File: config.mk
export PLATFORM = sky130hd
export DESIGN_NAME = wb_bfm_arbiter
export DESIGN_NICKNAME = d
export VERILOG_FILES = /design/src/rtl/wb_bfm_arbiter.sv
export SDC_FILE = /design/constraint.sdc
export NUM_CORES = 1
export LEC_CHECK = 0
export CAP_MARGIN = 0
export CELL_PAD_IN_SITES_DETAIL_PLACEMENT = 0
export CELL_PAD_IN_SITES_GLOBAL_PLACEMENT = 1
export CORE_AREA = 2 2 117 119
export DETAILED_ROUTE_END_ITERATION = 10
export DIE_AREA = 0 0 119 121
export PLACE_DENSITY_LB_ADDON = 0.08
export SLEW_MARGIN = 10
export SYNTH_ARGS = -nofsm -noshare
export SYNTH_HDL_FRONTEND = slang
export SYNTH_SLANG_ARGS = --single-unit
File: constraint.sdc
create_clock -name wb_clk_i -period 1.4 [get_ports wb_clk_i]
set_input_delay 0.35 -clock wb_clk_i [delete_from_list [all_inputs] [get_ports wb_clk_i]]
set_output_delay 0.35 -clock wb_clk_i [all_outputs]
set_load 0.05 [all_outputs]
File: src/rtl/wb_bfm_arbiter.sv
// Round-robin Wishbone B3 arbiter: one slave shared by NUM_MASTERS masters, owner keeps the bus for its whole cycle.
// Optional macro WB_BFM_ARB_WATCHDOG_EN adds a no-response watchdog that aborts a hung owner after TIMEOUT cycles.
module wb_bfm_arbiter #(
  parameter int NUM_MASTERS = 2,
  parameter int AW          = 32,
  parameter int DW          = 32,
  parameter int TIMEOUT     = 255
) (
  input  logic                        wb_clk_i,
  input  logic                        wb_rst_i,
  input  logic [NUM_MASTERS*AW-1:0]   wbm_adr_i,
  input  logic [NUM_MASTERS*DW-1:0]   wbm_dat_i,
  input  logic [NUM_MASTERS*DW/8-1:0] wbm_sel_i,
  input  logic [NUM_MASTERS-1:0]      wbm_we_i,
  input  logic [NUM_MASTERS-1:0]      wbm_cyc_i,
  input  logic [NUM_MASTERS-1:0]      wbm_stb_i,
  input  logic [NUM_MASTERS*3-1:0]    wbm_cti_i,
  input  logic [NUM_MASTERS*2-1:0]    wbm_bte_i,
  output logic [DW-1:0]               wbm_dat_o,
  output logic [NUM_MASTERS-1:0]      wbm_ack_o,
  output logic [NUM_MASTERS-1:0]      wbm_err_o,
  output logic [NUM_MASTERS-1:0]      wbm_rty_o,
  output logic [AW-1:0]               wbs_adr_o,
  output logic [DW-1:0]               wbs_dat_o,
  output logic [DW/8-1:0]             wbs_sel_o,
  output logic                        wbs_we_o,
  output logic                        wbs_cyc_o,
  output logic                        wbs_stb_o,
  output logic [2:0]                  wbs_cti_o,
  output logic [1:0]                  wbs_bte_o,
  input  logic [DW-1:0]               wbs_dat_i,
  input  logic                        wbs_ack_i,
  input  logic                        wbs_err_i,
  input  logic                        wbs_rty_i,
  output logic [NUM_MASTERS-1:0]      grant_o
);
  localparam int LW = (NUM_MASTERS > 1) ? $clog2(NUM_MASTERS) : 1;
  localparam int SW = DW / 8;

  generate
    if (NUM_MASTERS < 2 || NUM_MASTERS > 8 || TIMEOUT < 1 || TIMEOUT > 65535) begin : g_param_check
      $error("wb_bfm_arbiter: parameter out of range");
    end
  endgenerate

  typedef enum logic {IDLE, BUSY} state_t;

  state_t                 state, state_n;
  logic [NUM_MASTERS-1:0] grant, grant_n;
  logic [LW-1:0]          last, last_n;
  logic [LW-1:0]          pick, idx;
  logic                   found;
  logic                   abort;

  // Search starts just after the previous owner, so every requester is reached within NUM_MASTERS grants.
  always_comb begin
    pick  = last;
    found = 1'b0;
    idx   = '0;
    for (int k = 1; k <= NUM_MASTERS; k++) begin
      idx = LW'((int'(last) + k) % NUM_MASTERS);
      if (!found && wbm_cyc_i[idx]) begin
        found = 1'b1;
        pick  = idx;
      end
    end
  end

  always_ff @(posedge wb_clk_i or posedge wb_rst_i) begin
    if (wb_rst_i) begin
      state <= IDLE;
      grant <= '0;
      last  <= LW'(NUM_MASTERS - 1);
    end else begin
      state <= state_n;
      grant <= grant_n;
      last  <= last_n;
    end
  end

  // In BUSY the owner index is held in last; only the owner's cyc can end the cycle.
  always_comb begin
    state_n = state;
    grant_n = grant;
    last_n  = last;
    case (state)
      IDLE: begin
        if (found) begin
          state_n = BUSY;
          grant_n = NUM_MASTERS'(1) << pick;
          last_n  = pick;
        end
      end
      BUSY: begin
        if (!wbm_cyc_i[last] || abort) begin
          state_n = IDLE;
          grant_n = '0;
        end
      end
      default: begin
        state_n = IDLE;
        grant_n = '0;
      end
    endcase
  end

`ifdef WB_BFM_ARB_WATCHDOG_EN
  logic [15:0] wd_cnt;
  logic        resp;

  assign resp  = wbs_ack_i | wbs_err_i | wbs_rty_i;
  assign abort = (state == BUSY) && (wd_cnt == 16'(TIMEOUT));

  // Held at zero outside BUSY, so every new owner starts with a fresh count.
  always_ff @(posedge wb_clk_i or posedge wb_rst_i) begin
    if (wb_rst_i)
      wd_cnt <= '0;
    else if (state != BUSY || resp)
      wd_cnt <= '0;
    else
      wd_cnt <= wd_cnt + 16'd1;
  end

`ifndef SYNTHESIS
  always_ff @(posedge wb_clk_i) begin
    if (!wb_rst_i && abort)
      $display("wb_bfm_arbiter: watchdog timeout, owner %0d, adr 0x%h", last, wbs_adr_o);
  end
`endif
`else
  assign abort = 1'b0;
`endif

  // grant is all-zero in IDLE and under reset, which zeroes every slave-side output.
  always_comb begin
    wbs_adr_o = '0;
    wbs_dat_o = '0;
    wbs_sel_o = '0;
    wbs_we_o  = 1'b0;
    wbs_cyc_o = 1'b0;
    wbs_stb_o = 1'b0;
    wbs_cti_o = '0;
    wbs_bte_o = '0;
    for (int i = 0; i < NUM_MASTERS; i++) begin
      if (grant[i]) begin
        wbs_adr_o = wbm_adr_i[i*AW +: AW];
        wbs_dat_o = wbm_dat_i[i*DW +: DW];
        wbs_sel_o = wbm_sel_i[i*SW +: SW];
        wbs_we_o  = wbm_we_i[i];
        wbs_cyc_o = wbm_cyc_i[i];
        wbs_stb_o = wbm_stb_i[i];
        wbs_cti_o = wbm_cti_i[i*3 +: 3];
        wbs_bte_o = wbm_bte_i[i*2 +: 2];
      end
    end
    if (abort) begin
      wbs_cyc_o = 1'b0;
      wbs_stb_o = 1'b0;
    end
  end

  assign wbm_ack_o = grant & {NUM_MASTERS{wbs_ack_i}};
  assign wbm_err_o = grant & {NUM_MASTERS{wbs_err_i | abort}};
  assign wbm_rty_o = grant & {NUM_MASTERS{wbs_rty_i}};
  assign wbm_dat_o = wbs_dat_i;
  assign grant_o   = grant;

endmodule

==> run metrics, run 1 <==
post-route setup slack=-483 ps; drt pass-1 iters=3; via count=2153; sequential element share of the synthesized area=7.86%; dpl hpwl=8.67 mm; CP Capture Type=output port; Pins Over Slew Limit=0; Post-Syn Area per Cell=8.05 µm²; Worst Path Buf+Inv=2; clk sink count=4; chip width=119 µm; final total power=12.9 mW; worst slew pin tran=271 ps; sequential power share=2.0%; Routed WL=10.4 mm; Critical Path Fanout Max=16; initial antenna violation count=0; Logic pwr share=94.4%; placed inst area=5230 µm²; Initial Util=9.85%; CP max stage delay=470 ps; die extent in y=121 µm; Longest Clk Path Bufs=2; peak supply drop=0.897 mV; Setup CP Type=flop to output port; core area=13100 µm²; Final Hold Vio Count=0; most frequent cells in the layout=clkdlybuf4s50_1 (153), buf_12 (90), a22o_4 (71); most common cell after layout, fill and taps aside=clkdlybuf4s50_1; Critical Path Most Common Cell=buf_12; total number of cells along the worst setup path=4; share of cells above drive strength 1=51.2%; Seq cells post-synth=4; largest net degree at the start of global routing=26; crit-path cells=and2b_4, buf_12, a22o_4, buf_12; GR Overflow Total=0; Post-Syn Instances=160; Clk pwr share=3.6%; fin crit period=1880 ps; startpoint type of the worst setup path=flop; Avg Vias per Cell=3.94; Total GRT Usage=13.9%; IO Count=305; post-synth cell types=19; WP data required=1050 ps; H-tree depth=1; status=finished, violations left; final net count=561; Setup TNS=-35500 ps; CTS clock-pin slew for the worst setup and hold paths=30 ps; ANT cells=0; number of global-route vias before repair=2304; DRC Markers=0; Detailed Route Iter0 Violations=43; Area Growth Syn to Fin=318%; cell family with most CP delay=flip-flops; Post-Layout Cell Count=547; CP Data Arrival Time=1530 ps; placed cell count=540; RSZ-0062 raised after global routing=true; CTS buffer count=3; GPL Wtd Cong=0.787; Tcrit/Tclk final=134%; synthesized area=1290 µm²; fmax=531 MHz; DR WL/cell=19.0 µm; hold_ws=310 ps; reported net switching power=6.17 mW; Root Driver=clkbuf_16; Rows=42; LEAKAGE=2.26 nW; first-pass GRT wire length=15.2 mm; Hold Path Class=primary input to asynchronous set/reset pin; Antenna Nets Post-Route=0; hold_buf cts=0; total of max-cap violations=0; worst skew pair latency=230 ps; Synthesized Nets=349; Slew headroom=82.0%; depth of the worst register-to-register path=4; failing checks=negative setup slack; final instance area=5380 µm²; full die area=14400 µm²; CP max-delay cell=dfrtp_4; PortBufs=240; Final Setup Violations=82; clock skew=6.16 ps; Int Pwr=6.78 mW; Power Dens Cells=2400 nW/µm²; switch share=47.6%; CTS tree=built; Syn. warnings=0
[path summary, 6_finish.rpt]
kind                       startpoint  slack (ps)            end
max                        grant_o[1]        -480  wbs_adr_o[23]
min                          wb_rst_i         310     grant_o[1]
max reg2reg                grant_o[1]         260     grant_o[1]
min reg2reg                      last         550           last
max in group asynchronous    wb_rst_i         850           last
min in group wb_clk_i            last         550           last
[worst reg2reg max path: stages, from the launching register on]
cell and delay (ps):
dfrtp_4 470, buf_6 180, nand3_1 80, a21oi_1 70, a211o_1 230
[per-stage QoR]
step	setup slack, ps	utilization (%)
detailed placement	-303	40.0
CTS	-499	41.1
global route	-529	41.1
floorplan	-255	-
finish	-483	41.1
global placement	-289	40.0
[state kept, by name (all words and copies together) (netlist names)]
name and flops:
state 1, last 1, grant_o 2
[power groups by stage]
stage	Sequential (mW)	Clock (mW)	Combinational [mW]
after CTS	0.261	0.471	12.4
after global routing	0.278	0.485	12.6
after floorplan	0.322	0	6.67
after detailed placement	0.246	0	12.1
final	0.260	0.463	12.2
after global placement	0.246	0	12.1
[kinds of logic (layout without fill, tap and decap cells)]
| logic type | Yosys count | in the layout | share of synthesized area (%) |
|---|---|---|---|
| AND/OR/NAND/NOR | 17 | 18 | 7.28 |
| buffers and inverters | 53 | 263 | 28.8 |
| flip-flops | 4 | 4 | 7.86 |
| AO/OA/AOI/OAI | 86 | 86 | 56.0 |
[cell usage after synthesis]
master	count	area share [%]
o22ai_1	1	0.49
and2_1	6	2.9
nand2_1	3	0.87
o21ai_0	5	1.9
a211o_1	1	0.68
nor2_1	1	0.29
nand3_1	3	1.2
clkbuf_1	6	1.7
a22o_1	76	52
a31oi_1	1	0.49
buf_2	6	2.3
buf_6	6	5.2
dfrtp_1	3	5.8
dfstp_2	1	2.0
and2b_1	1	0.58
a21oi_1	2	0.78
nand2b_1	3	1.5
inv_1	3	0.87
buf_4	32	19
[metal layers]
layer / up-vias / track usage (%) / share of wire, %
met5: - / 0 / 0
met3: 16 / 3.71 / 7.3
met4: 0 / 1.49 / 0.73
met1: 995 / 16.3 / 38
li1: 1022 / - / -
met2: 120 / 25.9 / 54
[final cells by class]
cell class / instances / area, µm²
repair buffers: 256 / 3490
inverters: 3 / 11.3
fillers: 1204 / 7700
flip-flops and latches: 4 / 106
multi-input cells: 104 / 1480
well taps: 176 / 220
clock buffers: 4 / 78.8
[repair_timing]
item,4_1_cts,5_1_grt
hold endpoints to repair,0,0
cloned,2,0
endpoints found under the setup margin,82,83
gates resized for setup,13,0
pin swaps,1,0
buffers inserted,0,1
No activity file was read; power rests on OpenSTA's default activity.
==> inputs of run 2 (changes only) <==
--- a/config.mk
+++ b/config.mk
@@ -12,7 +12,7 @@
 export DETAILED_ROUTE_END_ITERATION = 10
 export DIE_AREA = 0 0 119 121
 export PLACE_DENSITY_LB_ADDON = 0.08
-export SLEW_MARGIN = 10
+export SLEW_MARGIN = 25
 export SYNTH_ARGS = -nofsm -noshare
 export SYNTH_HDL_FRONTEND = slang
 export SYNTH_SLANG_ARGS = --single-unit
==> results of run 2 <==
Final layout, timing and power as in run 1 (identical DEF).
==> inputs of run 3 (changes only) <==
--- a/config.mk
+++ b/config.mk
@@ -6,8 +6,6 @@
 export NUM_CORES = 1
 export LEC_CHECK = 0
 export CAP_MARGIN = 0
-export CELL_PAD_IN_SITES_DETAIL_PLACEMENT = 0
-export CELL_PAD_IN_SITES_GLOBAL_PLACEMENT = 1
 export CORE_AREA = 2 2 117 119
 export DETAILED_ROUTE_END_ITERATION = 10
 export DIE_AREA = 0 0 119 121
==> run metrics, run 3 (same netlist as run 1, synthesis figures left out) <==
Pins Over Slew Limit=0 (unchanged); dpl hpwl=9.36 mm (+8.0%); DRC Markers=0 (unchanged); core area=13100 µm² (unchanged); Post-Place Worst Slack=-302 ps (+0.436 ps); Rows=42 (unchanged); full die area=14400 µm² (unchanged); fin crit period=1910 ps (+23.0 ps); H-tree depth=1 (unchanged); CP Capture Type=output port; via count=2323 (+7.9%); ANT cells=0 (unchanged); depth of the worst register-to-register path=6 (+2); CP max-delay cell=dfrtp_4; Setup TNS=-37600 ps (-2100 ps); status=finished, violations left; largest net degree at the start of global routing=14 (-46%); clock skew=4.26 ps (-1.90 ps); IO Count=305 (unchanged); Final Setup Violations=80 (-2.4%); LEAKAGE=2.47 nW (+9.1%); RSZ-0062 raised after global routing=true; Root Driver=clkbuf_16; chip width=119 µm (unchanged); Antenna Nets Post-Route=0 (unchanged); Setup CP Type=flop to output port; PortBufs=240 (unchanged); most common cell after layout, fill and taps aside=clkdlybuf4s50_1; cell family with most CP delay=flip-flops; share of cells above drive strength 1=53.8% (+2.6 points); GPL Wtd Cong=0.777 (-1.3%); total number of cells along the worst setup path=5 (+1); Tcrit/Tclk final=136% (+1.6 points); worst skew pair latency=230 ps (about the same); DR WL/cell=21.2 µm (+12%); Fillers=1158 (-3.8%); most frequent cells in the layout=clkdlybuf4s50_1 (153), buf_12 (95), a22o_4 (75); Final Hold Vio Count=0 (unchanged); hold_ws=324 ps (+13.4 ps); Routed WL=12.0 mm (+16%); post-route setup slack=-506 ps (-23.0 ps); Power Dens Cells=2470 nW/µm² (+2.5%); peak supply drop=0.864 mV (-3.7%); first-pass GRT wire length=16.7 mm (+9.6%); CTS tree=built; Slew headroom=81.2% (-0.73 points); startpoint type of the worst setup path=flop; Critical Path Most Common Cell=buf_12; WP data required=1050 ps (about the same); total of max-cap violations=0 (unchanged); drt pass-1 iters=4 (+1); final instance area=5830 µm² (+8.3%); Detailed Route Iter0 Violations=51 (+19%); placed inst area=5220 µm² (-0.24%); initial antenna violation count=1 (+1); CP Data Arrival Time=1560 ps (+30 ps); number of global-route vias before repair=2454 (+6.5%); Initial Util=9.85% (unchanged); worst slew pin tran=282 ps (+10.9 ps); Critical Path Fanout Max=6 (-10); clk sink count=4 (unchanged); die extent in y=121 µm (unchanged); final net count=580 (+3.4%); Longest Clk Path Bufs=2 (unchanged); Avg Vias per Cell=4.10 (+4.3%); CTS clock-pin slew for the worst setup and hold paths=30 ps (about the same); Total GRT Usage=15.5% (+1.6 points); GR Overflow Total=0 (unchanged); fmax=525 MHz (-1.2%); failing checks=negative setup slack; Worst Path Buf+Inv=3 (+1); CP max stage delay=460 ps (about the same); Area Growth Syn to Fin=352%; Largest register FFs=2 (unchanged); CTS buffer count=3 (unchanged); crit-path cells=and2b_4, buf_12, clkbuf_16, a22o_4, buf_12; Hold Path Class=primary input to asynchronous set/reset pin
==> run 3: cell types whose count changed in the layout (fill, tap and decap cells not counted), moves of 3 or more <==
cell	delta
a22o_2	-4
a22o_4	+4
buf_12	+5
buf_16	+7
clkbuf_16	+3
==> run 3: per-layer routing <==
metal  up-vias  wire (µm)  global-route usage, %
met5         -         11                      0
met4         2        202                   2.75
met3        26        957                   5.08
met2       129       6460                   29.2
met1      1103       4350                   17.0
li1       1063          -                      -
==> run 3: cell type report <==
cell class	instances	area (µm²)	area share, %
clock buffer	4	78.8	1.35
inverter	3	11.3	0.193
multi-input combinational	103	1500	25.8
sequential	4	106	1.83
tap	176	220	3.78
timing repair buffer	276	3910	67.0
==> run 3: path summary, 6_finish.rpt <==
kind                             from       endpoint  slack [ps]
max                        grant_o[1]  wbs_dat_o[24]        -510
min                          wb_rst_i     grant_o[1]         320
max reg2reg                grant_o[1]     grant_o[1]          70
min reg2reg                      last           last         550
max in group asynchronous    wb_rst_i           last         840
min in group wb_clk_i            last           last         550
==> run 3: metrics by stage <==
stage                     total power, mW  util, %  std cells
final                                14.4     44.5        566
after global routing                 14.8     44.5        566
after CTS                            14.2     43.8        562
after detailed placement             12.4     39.9        540
after global placement               12.4     39.9        540
after floorplan                      7.00        -        160
==> run 3: worst reg2reg max path, cell delays in order, from the launching register on <==
cell,delay [ps]
dfrtp_4,460
buf_6,140
buf_4,130
buf_6,130
nand3_1,70
a21oi_1,70
a211o_1,220
==> run 3: report_power, final <==
group	internal, mW	leakage [nW]	switching [mW]
logic	7.23	2.39	6.41
registers	0.188	0.0444	0.0651
clock network	0.377	0.0382	0.0853
total	7.80	2.47	6.56
==> run 3: timing repair <==
item	CTS	global route
buffers inserted	10	2
endpoints found under the setup margin	82	84
resized for setup	40	4
cloned	9	3
hold endpoints to repair	0	0
pin swaps	1	1
hold buffers	0	0
